--- src/rtl/swap_engine.sv ---
// Iterative tag-segment swap scrambler: one key-driven segment exchange between two blocks per clock.
// Optional build macro SWAP_ENGINE_DECRYPT_EN adds i_decrypt, which applies the rounds in reverse order.
module swap_engine #(
   parameter int TAG_SIZE    = 4,
   parameter int RECORD_SIZE = 16,
   parameter int ROUNDS      = 2,
   localparam int NB    = RECORD_SIZE / TAG_SIZE,
   localparam int CB    = $clog2(NB),
   localparam int CT    = $clog2(TAG_SIZE),
   localparam int SW    = CT + 1,
   localparam int RKW   = 2*CB + 2*CT + SW,
   localparam int KEY_W = ROUNDS * RKW,
   localparam int RCW   = $clog2(ROUNDS + 1)
) (
   input  logic                   clk,
   input  logic                   reset,
   input  logic                   i_valid,
   output logic                   i_ready,
   input  logic [RECORD_SIZE-1:0] i_record,
   input  logic [KEY_W-1:0]       secret_key,
`ifdef SWAP_ENGINE_DECRYPT_EN
   input  logic                   i_decrypt,
`endif
   output logic                   o_valid,
   input  logic                   o_ready,
   output logic [RECORD_SIZE-1:0] o_record,
   output logic                   o_busy
);

   localparam int IW = $clog2(RECORD_SIZE);

   typedef enum logic [1:0] {IDLE, RUN, DONE} state_t;

   state_t               state;
   logic [RCW-1:0]       cnt;
   logic [RCW-1:0]       ridx;
   logic [KEY_W-1:0]     key_q;
   logic [RKW-1:0]       rkey;
   logic [RECORD_SIZE-1:0] next_rec;

   // Both segments are read from the pre-round record, so the exchange is a pure permutation.
   function automatic logic [RECORD_SIZE-1:0] apply_round(
      input logic [RECORD_SIZE-1:0] rec,
      input logic [RKW-1:0]         rk
   );
      logic [CB-1:0]          bx;
      logic [CB-1:0]          by;
      logic [CT-1:0]          px;
      logic [CT-1:0]          py;
      logic [SW-1:0]          s;
      logic [RECORD_SIZE-1:0] res;
      int                     len;
      int                     ia;
      int                     ib;
      bx  = rk[CB-1:0];
      by  = rk[2*CB-1:CB];
      px  = rk[2*CB +: CT];
      py  = rk[2*CB+CT +: CT];
      s   = rk[2*CB+2*CT +: SW];
      len = (int'(s) > TAG_SIZE) ? TAG_SIZE : int'(s);
      res = rec;
      if (bx != by && int'(bx) < NB && int'(by) < NB) begin
         for (int i = 0; i < TAG_SIZE; i++) begin
            if (i < len) begin
               ia = int'(bx) * TAG_SIZE + (int'(px) + i) % TAG_SIZE;
               ib = int'(by) * TAG_SIZE + (int'(py) + i) % TAG_SIZE;
               res[IW'(ia)] = rec[IW'(ib)];
               res[IW'(ib)] = rec[IW'(ia)];
            end
         end
      end
      return res;
   endfunction

`ifdef SWAP_ENGINE_DECRYPT_EN
   logic dec_q;

   always_ff @(posedge clk) begin
      if (state == IDLE && i_valid) dec_q <= i_decrypt;
   end

   always_comb begin
      ridx = dec_q ? (RCW'(ROUNDS - 1) - cnt) : cnt;
   end
`else
   always_comb begin
      ridx = cnt;
   end
`endif

   always_comb begin
      rkey = '0;
      for (int r = 0; r < ROUNDS; r++) begin
         if (RCW'(r) == ridx) rkey = key_q[r*RKW +: RKW];
      end
      next_rec = apply_round(o_record, rkey);
   end

   // The key is captured once at accept; later changes on secret_key cannot reach the rounds.
   always_ff @(posedge clk) begin
      if (state == IDLE && i_valid) key_q <= secret_key;
   end

   always_ff @(posedge clk) begin
      if (reset) begin
         state    <= IDLE;
         cnt      <= '0;
         i_ready  <= 1'b1;
         o_valid  <= 1'b0;
         o_busy   <= 1'b0;
         o_record <= '0;
      end else begin
         case (state)
            IDLE: begin
               if (i_valid) begin
                  o_record <= i_record;
                  cnt      <= '0;
                  i_ready  <= 1'b0;
                  o_busy   <= 1'b1;
                  state    <= RUN;
               end
            end
            RUN: begin
               o_record <= next_rec;
               cnt      <= cnt + RCW'(1);
               if (cnt == RCW'(ROUNDS - 1)) begin
                  o_valid <= 1'b1;
                  state   <= DONE;
               end
            end
            DONE: begin
               if (o_ready) begin
                  o_valid <= 1'b0;
                  o_busy  <= 1'b0;
                  i_ready <= 1'b1;
                  cnt     <= '0;
                  state   <= IDLE;
               end
            end
            default: begin
               o_valid <= 1'b0;
               o_busy  <= 1'b0;
               i_ready <= 1'b1;
               cnt     <= '0;
               state   <= IDLE;
            end
         endcase
      end
   end

endmodule
--- config.mk ---
export PLATFORM = sky130hd
export DESIGN_NAME = swap_engine
export DESIGN_NICKNAME = d
export VERILOG_FILES = /design/src/rtl/swap_engine.sv
export SDC_FILE = /design/constraint.sdc
export NUM_CORES = 1
export LEC_CHECK = 0
export ABC_AREA = 1
export BUFFER_PORTS_ARGS = -buffer_cell sky130_fd_sc_hd__buf_2
export CORE_MARGIN = 1
export CORE_UTILIZATION = 28
export CTS_CLUSTER_DIAMETER = 40
export DETAILED_ROUTE_END_ITERATION = 10
export HOLD_SLACK_MARGIN = 0.12
export SLEW_MARGIN = 20
export SYNTH_ARGS = -nofsm -noshare
export SYNTH_HDL_FRONTEND = slang
export SYNTH_SLANG_ARGS = --single-unit
--- constraint.sdc ---
create_clock -name clk -period 5.33 [get_ports clk]
set_clock_uncertainty 0.05 [all_clocks]
set_input_delay 0.2665 -clock clk [delete_from_list [all_inputs] [get_ports clk]]
set_output_delay 0.2665 -clock clk [all_outputs]
set_load 0.01 [all_outputs]
==> results_dict.tcl <==
set metrics [dict create \
    synthTopCellsByArea "nand2_1 19%, edfxtp_1 16%, dfxtp_1 11%, nand3_1 9.8%, a21oi_1 5.5%" \
    dieArea_um2 15100 \
    fin_crit_sh_pct 63.6 \
    clock-root-buffer "clkbuf_16" \
    p_int_mw 1.04 \
    clockPowerShare_pct 13.9 \
    postRouteAntennaNets 0 \
    final_core_util_pct 34.7 \
    slew_viol_final 0 \
    peakVddDrop_uv 218 \
    slowest_stage "ha_1" \
    vias 4593 \
    reg2reg_slack_ns 1.94 \
    clk_latency_ns 0.29 \
    grt_setup_unrepaired "no" \
    place.gp.congestion 1.06 \
    tritoncts "built" \
    total_power_mw 2.25 \
    max_freq_mhz 295 \
    avgRoutedWirePerCell_um 14.9 \
    post_cts_buffers 0 \
    fin_setup_tns_ns 0 \
    pre_cts_ws_ns 2.04 \
    syn-cell-area_um2 4090 \
    min_path_type "in -> reg" \
    antenna_found_initial 0 \
    drt_iter0_drc 361 \
    fin_ws_ns 1.94 \
    yosysWarnings 0 \
    die_w_um 123 \
    p_leak_nw 2.27 \
    path_common_cell "nand2_1" \
    path_max_fanout 18 \
    required_ns 5.47 \
    numCtsBuffers 5 \
    yosysTopAreaCell "nand2_1" \
    start_util_pct 29.1 \
    critPathCaptureType "flip-flop" \
    fillers 1529 \
    cts_num_sinks 45 \
    htreeDepth 2 \
    syn_inst 650 \
    critical_path_class "reg -> reg" \
    multi_input_area_um2 2570 \
    p_comb_share_pct 63.5 \
    setup_viol 0 \
    cts-resized-gates 0 \
    yosysSeqAreaShare_pct 27.4 \
    die_y_um 123 \
    cap_violations 0 \
    area_delta_synth_final_pct 19.3 \
    outcome "finished clean" \
    grt_max_degree 27 \
    clkTransAtPathRegs_ns 0.07 \
    antennaDiodeCount 0 \
    rows 43 \
    worst_path_largest_cell_delay_ns 0.79 \
    syn_avg_cell_area_um2 6.28 \
    ios 61 \
    yosys.area.top_type_share_pct 18.7 \
    coreArea_um2 14000 \
    port_buffers 60 \
    final-seq-area_um2 1120 \
    path_cells "inv_1, ha_1, inv_4, nand3_2, nand2_2, nand2_1, nand3_1, nand3_1, nand2_1, nor2_2, inv_1, o21ai_1, o211ai_1, nand3_1, nand2_1, nand2_1, a21oi_1" \
    p_sw_share_pct 53.9 \
    tightest_slew_ns 0.957 \
    grt_pass1_vias 4301 \
    totalWireLength_um 13500 \
    start_kind "flip-flop" \
    syn_nets 694 \
    p_sw_mw 1.22 \
    via_per_inst 5.07 \
    first_pass_iters 5 \
    grt_pass1_wl_um 21800 \
    slew_headroom_pct 36.2 \
    grt_util_all_layers_pct 18.7 \
    post-route-drc-count 0 \
    ys_seq_elements 45 \
    crit_arrival_ns 3.52 \
    cts_hold_buf 22 \
    drive_gt1_share_pct 19.8 \
    p_seq_share_pct 22.5 \
    dp_hpwl_um 10200 \
    fin_crit_ns 3.39 \
    powerDensity_nw_per_um2 463 \
    ys_types 39 \
    grt-ovfl-total 0 \
    finalHoldViolCount 0 \
    nets 769 \
    clockBufferDepth 2 \
]
worst max-delay path: cells and delay by family, from the launching register on:
kind / cells / cell delay [ns]
AO/OA/AOI/OAI: 3 / 0.33
adder cells (fa/ha/maj): 1 / 0.79
buffers and inverters: 3 / 0.48
flip-flops: 1 / 0.31
AND/OR/NAND/NOR: 10 / 1.31
metal layers:
metal / vias up / part of all wire [%] / GRT usage [%] / wire length, um
met5: - / 0 / 0 / 0
met4: 0 / 4.1 / 9.53 / 560
met3: 44 / 6.2 / 2.88 / 835
met2: 202 / 46 / 30.6 / 6160
met1: 2038 / 44 / 23.8 / 5950
li1: 2309 / - / - / -
layout make-up:
type | instances | share of cell area (%)
Sequential cell | 45 | 23.0
Clock buffer | 5 | 2.57
Multi-Input combinational cell | 517 | 52.7
Tap cell | 180 | 4.62
Inverter | 71 | 5.52
Clock inverter | 3 | 0.436
Timing Repair Buffer | 85 | 11.1
path summary, 6_finish.rpt:
kind                                   start           end  cells after the start
worst max register to register        cnt[1]   o_record[7]                     17
worst min-delay path            i_record[13]  o_record[13]                      3
worst min register to register        cnt[1]        cnt[1]                      2
worst max-delay path                  cnt[1]   o_record[7]                     17
synthesized netlist by cell type (all sizes together):
cell,number
nand2,228
nand3,82
inv,71
o21ai,71
nor2,57
a21oi,47
dfxtp,23
edfxtp,22
buf,10
a22oi,8
clkbuf,7
o211ai,5
o22ai,5
or2,3
a221oi,2
ha,2
nor3,2
a2bb2oi,1
a31oi,1
nand3b,1
nand4,1
o21bai,1
stage by stage:
stage          std cells  instance area, um2  hold WS (ns)
6_report             906                4870         0.152
2_1_floorplan        650                4090         0.315
4_1_cts              906                4870         0.147
5_1_grt              906                4870         0.163
3_5_place_dp         876                4510         0.395
3_3_place_gp         876                4500         0.394
flip-flops by register name (all words and copies together) (netlist names):
name / cells
key_q: 22
o_record: 16
cnt: 2
state: 2
i_ready: 1
o_busy: 1
o_valid: 1
cell usage in the layout, fill, tap and decap left out, drive strengths merged:
master	instances
nand3b	1
o21ai	71
edfxtp	22
nor3	2
dfxtp	23
a22oi	8
or2	3
o21bai	1
inv	72
a2bb2oi	1
clkinvlp	1
buf	63
a31oi	1
nor2	57
o22ai	5
dlygate4sd3	22
nand3	82
a221oi	2
nand2	228
ha	2
o211ai	5
clkbuf	5
clkinv	1
nand4	1
a21oi	47
cell families (layout without fill, tap and decap cells):
kind of cell | after synthesis | in the layout | synth area share [%]
DFF | 45 | 45 | 27.4
buffers and inverters | 88 | 164 | 9.86
AOI/OAI and AO/OA | 141 | 141 | 20.3
and+or+nand+nor | 374 | 374 | 41.8
adders and majority gates | 2 | 2 | 0.612
power by group through the flow:
stage / Sequential (mW) / Combinational, mW / Clock, mW
5_1_grt: 0.513 / 1.60 / 0.333
2_1_floorplan: 0.493 / 1.06 / 0
6_report: 0.508 / 1.43 / 0.314
3_3_place_gp: 0.516 / 1.39 / 0
4_1_cts: 0.506 / 1.40 / 0.316
3_5_place_dp: 0.513 / 1.39 / 0
(Power assumes the default switching activity.)
